--- config.mk ---
export PLATFORM = sky130hd
export DESIGN_NAME = writeback_queue
export DESIGN_NICKNAME = d
export VERILOG_FILES = /design/src/rtl/mips_pkg.sv /design/src/rtl/load_extend.sv /design/src/rtl/writeback_queue.sv
export SDC_FILE = /design/constraint.sdc
export NUM_CORES = 1
export LEC_CHECK = 0
export ABC_AREA = 1
export CORE_MARGIN = 3
export CORE_UTILIZATION = 44
export DETAILED_ROUTE_END_ITERATION = 7
export PLACE_DENSITY = 0.65
export SETUP_SLACK_MARGIN = 0.5
export SLEW_MARGIN = 20
export SYNTH_ARGS = -nofsm -noshare
export SYNTH_HDL_FRONTEND = slang
export SYNTH_SLANG_ARGS = --single-unit
--- constraint.sdc ---
create_clock -name clock -period 5.85 [get_ports clock]
set_input_delay 1.755 -clock clock [delete_from_list [all_inputs] [get_ports clock]]
set_output_delay 1.755 -clock clock [all_outputs]
set_load 0.02 [all_outputs]
--- src/rtl/mips_pkg.sv ---
// Shared MIPS pipeline constants: load size encodings, the hardwired zero
// register and the default depth of the writeback queue.
package mips_pkg;

    localparam logic [1:0] LD_BYTE  = 2'b00;
    localparam logic [1:0] LD_HALF  = 2'b01;
    localparam logic [1:0] LD_WORD  = 2'b10;

    localparam logic [4:0] REG_ZERO = 5'd0;

    localparam int WB_DEPTH = 4;

endpackage

--- src/rtl/load_extend.sv ---
// Selects the addressed byte/half of a raw load word and sign- or
// zero-extends it to 32 bits; any word size encoding passes the word through.
module load_extend
    import mips_pkg::*;
(
    input  logic [31:0] ld_data,
    input  logic [1:0]  ld_size,
    input  logic        ld_signed,
    input  logic [1:0]  ld_byte_off,
    output logic [31:0] ext_data
);

    logic [7:0]  byte_val;
    logic [15:0] half_val;

    always_comb begin
        byte_val = ld_data[{ld_byte_off, 3'b000} +: 8];
        half_val = ld_data[{ld_byte_off[1], 4'b0000} +: 16];
        case (ld_size)
            LD_BYTE: ext_data = {{24{ld_signed & byte_val[7]}}, byte_val};
            LD_HALF: ext_data = {{16{ld_signed & half_val[15]}}, half_val};
            default: ext_data = ld_data;
        endcase
    end

endmodule

--- src/rtl/writeback_queue.sv ---
// Register-file writeback queue: merges ALU and load results into one write
// port, draining one entry per cycle and forwarding pending values to readers.
module writeback_queue
    import mips_pkg::*;
#(
    parameter int DEPTH = WB_DEPTH
) (
    input  logic                     clock,
    input  logic                     reset,

    input  logic                     alu_valid,
    output logic                     alu_ready,
    input  logic [4:0]               alu_addr,
    input  logic [31:0]              alu_data,

    input  logic                     ld_valid,
    output logic                     ld_ready,
    input  logic [4:0]               ld_addr,
    input  logic [31:0]              ld_data,
    input  logic [1:0]               ld_size,
    input  logic                     ld_signed,
    input  logic [1:0]               ld_byte_off,

    output logic                     w_en,
    output logic [4:0]               w_address_d_5,
    output logic [31:0]              w_data_dval_32,

    input  logic [4:0]               fwd_address_s1_5,
    input  logic [4:0]               fwd_address_s2_5,
    output logic                     fwd_hit_s1,
    output logic                     fwd_hit_s2,
    output logic [31:0]              fwd_data_s1_32,
    output logic [31:0]              fwd_data_s2_32,

    output logic [$clog2(DEPTH):0]   occupancy
);

    localparam int AW = (DEPTH > 1) ? $clog2(DEPTH) : 1;
    localparam int CW = $clog2(DEPTH) + 1;
    localparam logic [CW-1:0] DEPTH_C = CW'(DEPTH);
    localparam logic [CW-1:0] ONE_C   = CW'(1);
    localparam logic [CW-1:0] TWO_C   = CW'(2);

    logic [4:0]    mem_addr [DEPTH];
    logic [31:0]   mem_data [DEPTH];
    logic [AW-1:0] wr_ptr;
    logic [AW-1:0] rd_ptr;
    logic [AW-1:0] alu_slot;
    logic [CW-1:0] free_slots;
    logic [31:0]   ld_ext;
    logic          ld_accept;
    logic          alu_accept;
    logic          store_ld;
    logic          store_alu;
    logic          deq;

    load_extend u_load_extend (
        .ld_data     (ld_data),
        .ld_size     (ld_size),
        .ld_signed   (ld_signed),
        .ld_byte_off (ld_byte_off),
        .ext_data    (ld_ext)
    );

    // Readiness uses registered occupancy only, so a same-cycle dequeue never
    // frees space; a lone load gets priority when just one slot remains.
    assign free_slots = DEPTH_C - occupancy;
    assign ld_ready   = (free_slots >= ONE_C);
    assign alu_ready  = (free_slots >= TWO_C) | ((free_slots >= ONE_C) & ~ld_valid);

    assign ld_accept  = ld_valid & ld_ready;
    assign alu_accept = alu_valid & alu_ready;
    assign store_ld   = ld_accept & (ld_addr != REG_ZERO);
    assign store_alu  = alu_accept & (alu_addr != REG_ZERO);
    assign deq        = (occupancy != '0);
    assign alu_slot   = wr_ptr + AW'(store_ld);

    always_ff @(posedge clock) begin
        if (store_ld) begin
            mem_addr[wr_ptr] <= ld_addr;
            mem_data[wr_ptr] <= ld_ext;
        end
        if (store_alu) begin
            mem_addr[alu_slot] <= alu_addr;
            mem_data[alu_slot] <= alu_data;
        end
    end

    always_ff @(posedge clock or posedge reset) begin
        if (reset) begin
            wr_ptr    <= '0;
            rd_ptr    <= '0;
            occupancy <= '0;
        end else begin
            wr_ptr    <= wr_ptr + AW'(store_ld) + AW'(store_alu);
            rd_ptr    <= rd_ptr + AW'(deq);
            occupancy <= occupancy + CW'(store_ld) + CW'(store_alu) - CW'(deq);
        end
    end

    always_ff @(posedge clock or posedge reset) begin
        if (reset) begin
            w_en           <= 1'b0;
            w_address_d_5  <= '0;
            w_data_dval_32 <= '0;
        end else if (deq) begin
            w_en           <= 1'b1;
            w_address_d_5  <= mem_addr[rd_ptr];
            w_data_dval_32 <= mem_data[rd_ptr];
        end else begin
            w_en           <= 1'b0;
        end
    end

    logic [4:0]  fwd_addr [2];
    logic        fwd_hit  [2];
    logic [31:0] fwd_data [2];

    assign fwd_addr[0] = fwd_address_s1_5;
    assign fwd_addr[1] = fwd_address_s2_5;

    // Scan oldest to youngest (output register, then head..tail) so the last
    // match, i.e. the youngest pending write, is the value forwarded.
    always_comb begin
        for (int s = 0; s < 2; s++) begin
            fwd_hit[s]  = 1'b0;
            fwd_data[s] = '0;
            if (fwd_addr[s] != REG_ZERO) begin
                if (w_en && (w_address_d_5 == fwd_addr[s])) begin
                    fwd_hit[s]  = 1'b1;
                    fwd_data[s] = w_data_dval_32;
                end
                for (int k = 0; k < DEPTH; k++) begin
                    if ((CW'(k) < occupancy) && (mem_addr[rd_ptr + AW'(k)] == fwd_addr[s])) begin
                        fwd_hit[s]  = 1'b1;
                        fwd_data[s] = mem_data[rd_ptr + AW'(k)];
                    end
                end
            end
        end
    end

    assign fwd_hit_s1     = fwd_hit[0];
    assign fwd_hit_s2     = fwd_hit[1];
    assign fwd_data_s1_32 = fwd_data[0];
    assign fwd_data_s2_32 = fwd_data[1];

endmodule

==> results.sh <==
export IMPL_async_flop_share_pct=23.32
export IMPL_nNetsFinal=2916
export IMPL_drt_iter0_drc=2304
export IMPL_root_buffer="clkbuf_16"
export IMPL_avgSynthCellArea_sq_um=6.251
export IMPL_synthAdderAreaFrac_pct=0.9981
export IMPL_tightest_slew_ns=0.9335
export IMPL_yosys_area_top_type="edfxtp_1"
export IMPL_p_sw_share_pct=55.99
export IMPL_cts_sinks=193
export IMPL_skew_ns=0.01167
export IMPL_design_area_sq_um=20730
export IMPL_cts_tree="built"
export IMPL_dieArea_sq_um=39970
export IMPL_p_sw_uw=7752
export IMPL_finalPower_uw=13840
export IMPL_hold_viol=0
export IMPL_io_buffers=201
export IMPL_synth_compound_area_share_pct=17.19
export IMPL_initial_core_util_pct=44.88
export IMPL_relSlewSlack_pct=37.53
export IMPL_most_common_layout_cells="nand2_1, o21ai_0, nor2_1, inv_1, nand3_1"
export IMPL_yosysTopAreaCellShare_pct=26.86
export IMPL_place_congestion=0.9974
export IMPL_finalCritPeriodShare_pct=90.04
export IMPL_hold_ws_ns=0.5717
export IMPL_rows=70
export IMPL_drive_above_1_share_pct=12.71
export IMPL_synth_cells=2647
export IMPL_rsz0062_at_grt="no"
export IMPL_wl_per_cell_um=19.53
export IMPL_grt_pass1_vias=16350
export IMPL_fin_util_pct=56.21
export IMPL_final_common_cell="nand2_1"
export IMPL_multiInputGateArea_sq_um=9593
export IMPL_grt_max_degree=139
export IMPL_vias=18530
export IMPL_p_int_uw=6093
export IMPL_clkTransAtPathRegs_ns=0.07
export IMPL_yosys_warnings=0
export IMPL_worstPathArrival_ns=3.51
export IMPL_dr_pass1_iters=8
export IMPL_track_usage_pct=32.16
export IMPL_power_density_nw_per_um2=668.0
export IMPL_dp_hpwl_um=48250
export IMPL_p_clk_share_pct=8.3
export IMPL_cp_end_kind="primary output"
export IMPL_slew_violations=0
export IMPL_crit_path_cell_trace="buf_2, inv_4, o22ai_1, nor2_2, nand3_4, buf_12, buf_16, nor2_1, nand2_1, nand3_1, nand3_1, a21oi_2, buf_6"
export IMPL_fillCellCount=3589
export IMPL_viasPerCell=5.566
export IMPL_synth_flop_cell="edfxtp_1"
export IMPL_cpMostUsedCell="nand3_1"
export IMPL_startpoint_type="primary input"
export IMPL_synth_simple_area_share_pct=35.74
export IMPL_fmax_mhz=189.9
export IMPL_drtAntennaViolNets=0
export IMPL_core_sq_um=36870
export IMPL_status="completed"
export IMPL_ctsLongestPathBuffers=2
export IMPL_boundaryPins=202
export IMPL_yosysSeqAreaShare_pct=33.66
export IMPL_diodes=0
export IMPL_required_ns=4.09
export IMPL_p_seq_share_pct=20.8
export IMPL_synth_area_sq_um=16550
export IMPL_syn_nets=2752
export IMPL_cap_violations=0
export IMPL_fp_dieH_um=199.9
export IMPL_muxShareOfSynthArea_pct=0.5444
export IMPL_die_w_um=199.9
export IMPL_register_area_sq_um=5578
export IMPL_synth_area_leaders="edfxtp_1, nand2_1, o21ai_0, dfrtp_1, nand3_1"
export IMPL_placed_cell_area_sq_um=19510
export IMPL_cts_made_buffers=17
export IMPL_setup_viol_count_final=0
export IMPL_critPathKind="in -> out"
export IMPL_max_vdd_ir_drop_mv=0.8095
export IMPL_leakage_uw=0.009681
export IMPL_synth_cell_types=39
export IMPL_routed_wl_um=64990
export IMPL_clk_latency_ns=0.45
export IMPL_cpMaxStageDelayCell="nor2_2"
export IMPL_synth_top_family_by_area="simple AND/OR/NAND/NOR gates"
export IMPL_worst_path_largest_cell_delay_ns=0.20
export IMPL_ys_seq_elements=193
export IMPL_drc=0
export IMPL_hold_class="reg -> reg"
export IMPL_p_comb_share_pct=70.9
export IMPL_synth_xor_area_share_pct=0.7940
export IMPL_crit_fanout=7
export IMPL_grt_pass1_wl_um=98250
export IMPL_antenna_found_initial=0
export IMPL_htree_levels=4
export IMPL_area_growth_pct=25.26
export IMPL_grt_overflow=0
export IMPL_synth_edf_count=148
export IMPL_post_route_min_period_ns=5.267
## cell type report
type,instances,share of cell area (%)
clock buffers,20,2.107
clock inverters,12,0.6097
inverters,254,4.691
multi-input cells,2013,46.28
flip-flops and latches,193,26.91
well taps,504,3.043
repair buffers,332,16.35
## cell usage after synthesis (34+ instances only)
master and count:
nor2_1 254, nand4_1 71, buf_2 61, nand2_1 846, dfrtp_1 45, edfxtp_1 148
a21oi_1 70, o21ai_0 430, inv_1 247, o21ai_1 34, clkbuf_1 89, nand3_1 197
## timing repair
item | in CTS | in global routing
pin swaps | 14 | 20
resized for setup | 395 | 71
setup endpoints to repair | 66 | 66
hold buffers | 0 | 0
cloned | 7 | 0
buffers inserted | 9 | 11
## routing by layer
metal	share of wire, %	up-vias	global-route usage [%]	wire length (um)
met5	0	-	0	0
met1	49	8437	52.50	31810
met4	1.9	0	7.521	1223
met2	37	1063	41.09	24100
met3	12	61	8.661	7854
li1	-	8964	-	-
## cells by family after synthesis
kind of cell    count (synthesis)
mux                             9
fa+ha+maj                      12
simple gates                 1420
compound gates                557
buf+inv                       441
xor+xnor                       15
flops                         193
## power groups by stage
stage / Sequential (uW) / Combinational, uW / Clock [uW]
2_1_floorplan: 2910 / 5470 / 0
3_3_place_gp: 2890 / 9160 / 0
3_5_place_dp: 2910 / 9250 / 0
4_1_cts: 2880 / 9380 / 1160
5_1_grt: 2950 / 10700 / 1210
6_report: 2880 / 9820 / 1150
## registers in the layout (all words and copies together) (netlist names)
signal          count
mem_addr           20
mem_data          128
occupancy           3
rd_ptr              2
w_address_d_5       5
w_data_dval_32     32
w_en                1
wr_ptr              2
## worst max-delay path: cells and delay by family
family                 cells  cell delay, ns
AOI/OAI and AO/OA          2            0.29
buffers and inverters      5            0.68
and+or+nand+nor            6            0.78
## worst paths after layout
path | start | endpoint | slack (ns) | cells after the start
setup reg to reg | occupancy[0] | mem_data[3][8] | 2.21 | 14
hold / removal | w_data_dval_32[30] | w_data_dval_32[30] | 0.57 | 2
hold reg to reg | w_data_dval_32[30] | w_data_dval_32[30] | 0.57 | 2
max in group asynchronous | reset | rd_ptr[1] | 3.44 | 2
min in group asynchronous | reset | w_address_d_5[4] | 1.77 | 2
setup / recovery | fwd_address_s2_5[1] | fwd_data_s2_32[9] | 0.58 | 13
## metrics by stage
stage | TNS (ns) | instances | worst slack (ns)
after global placement | -14.56 | 3269 | -0.4347
after floorplan | 0 | 2647 | 0.5990
after detailed placement | -14.16 | 3269 | -0.3530
after CTS | 0 | 3317 | 0.5013
after global routing | 0 | 3328 | 0.4992
final | 0 | 3328 | 0.5827
(Power assumes the default switching activity.)
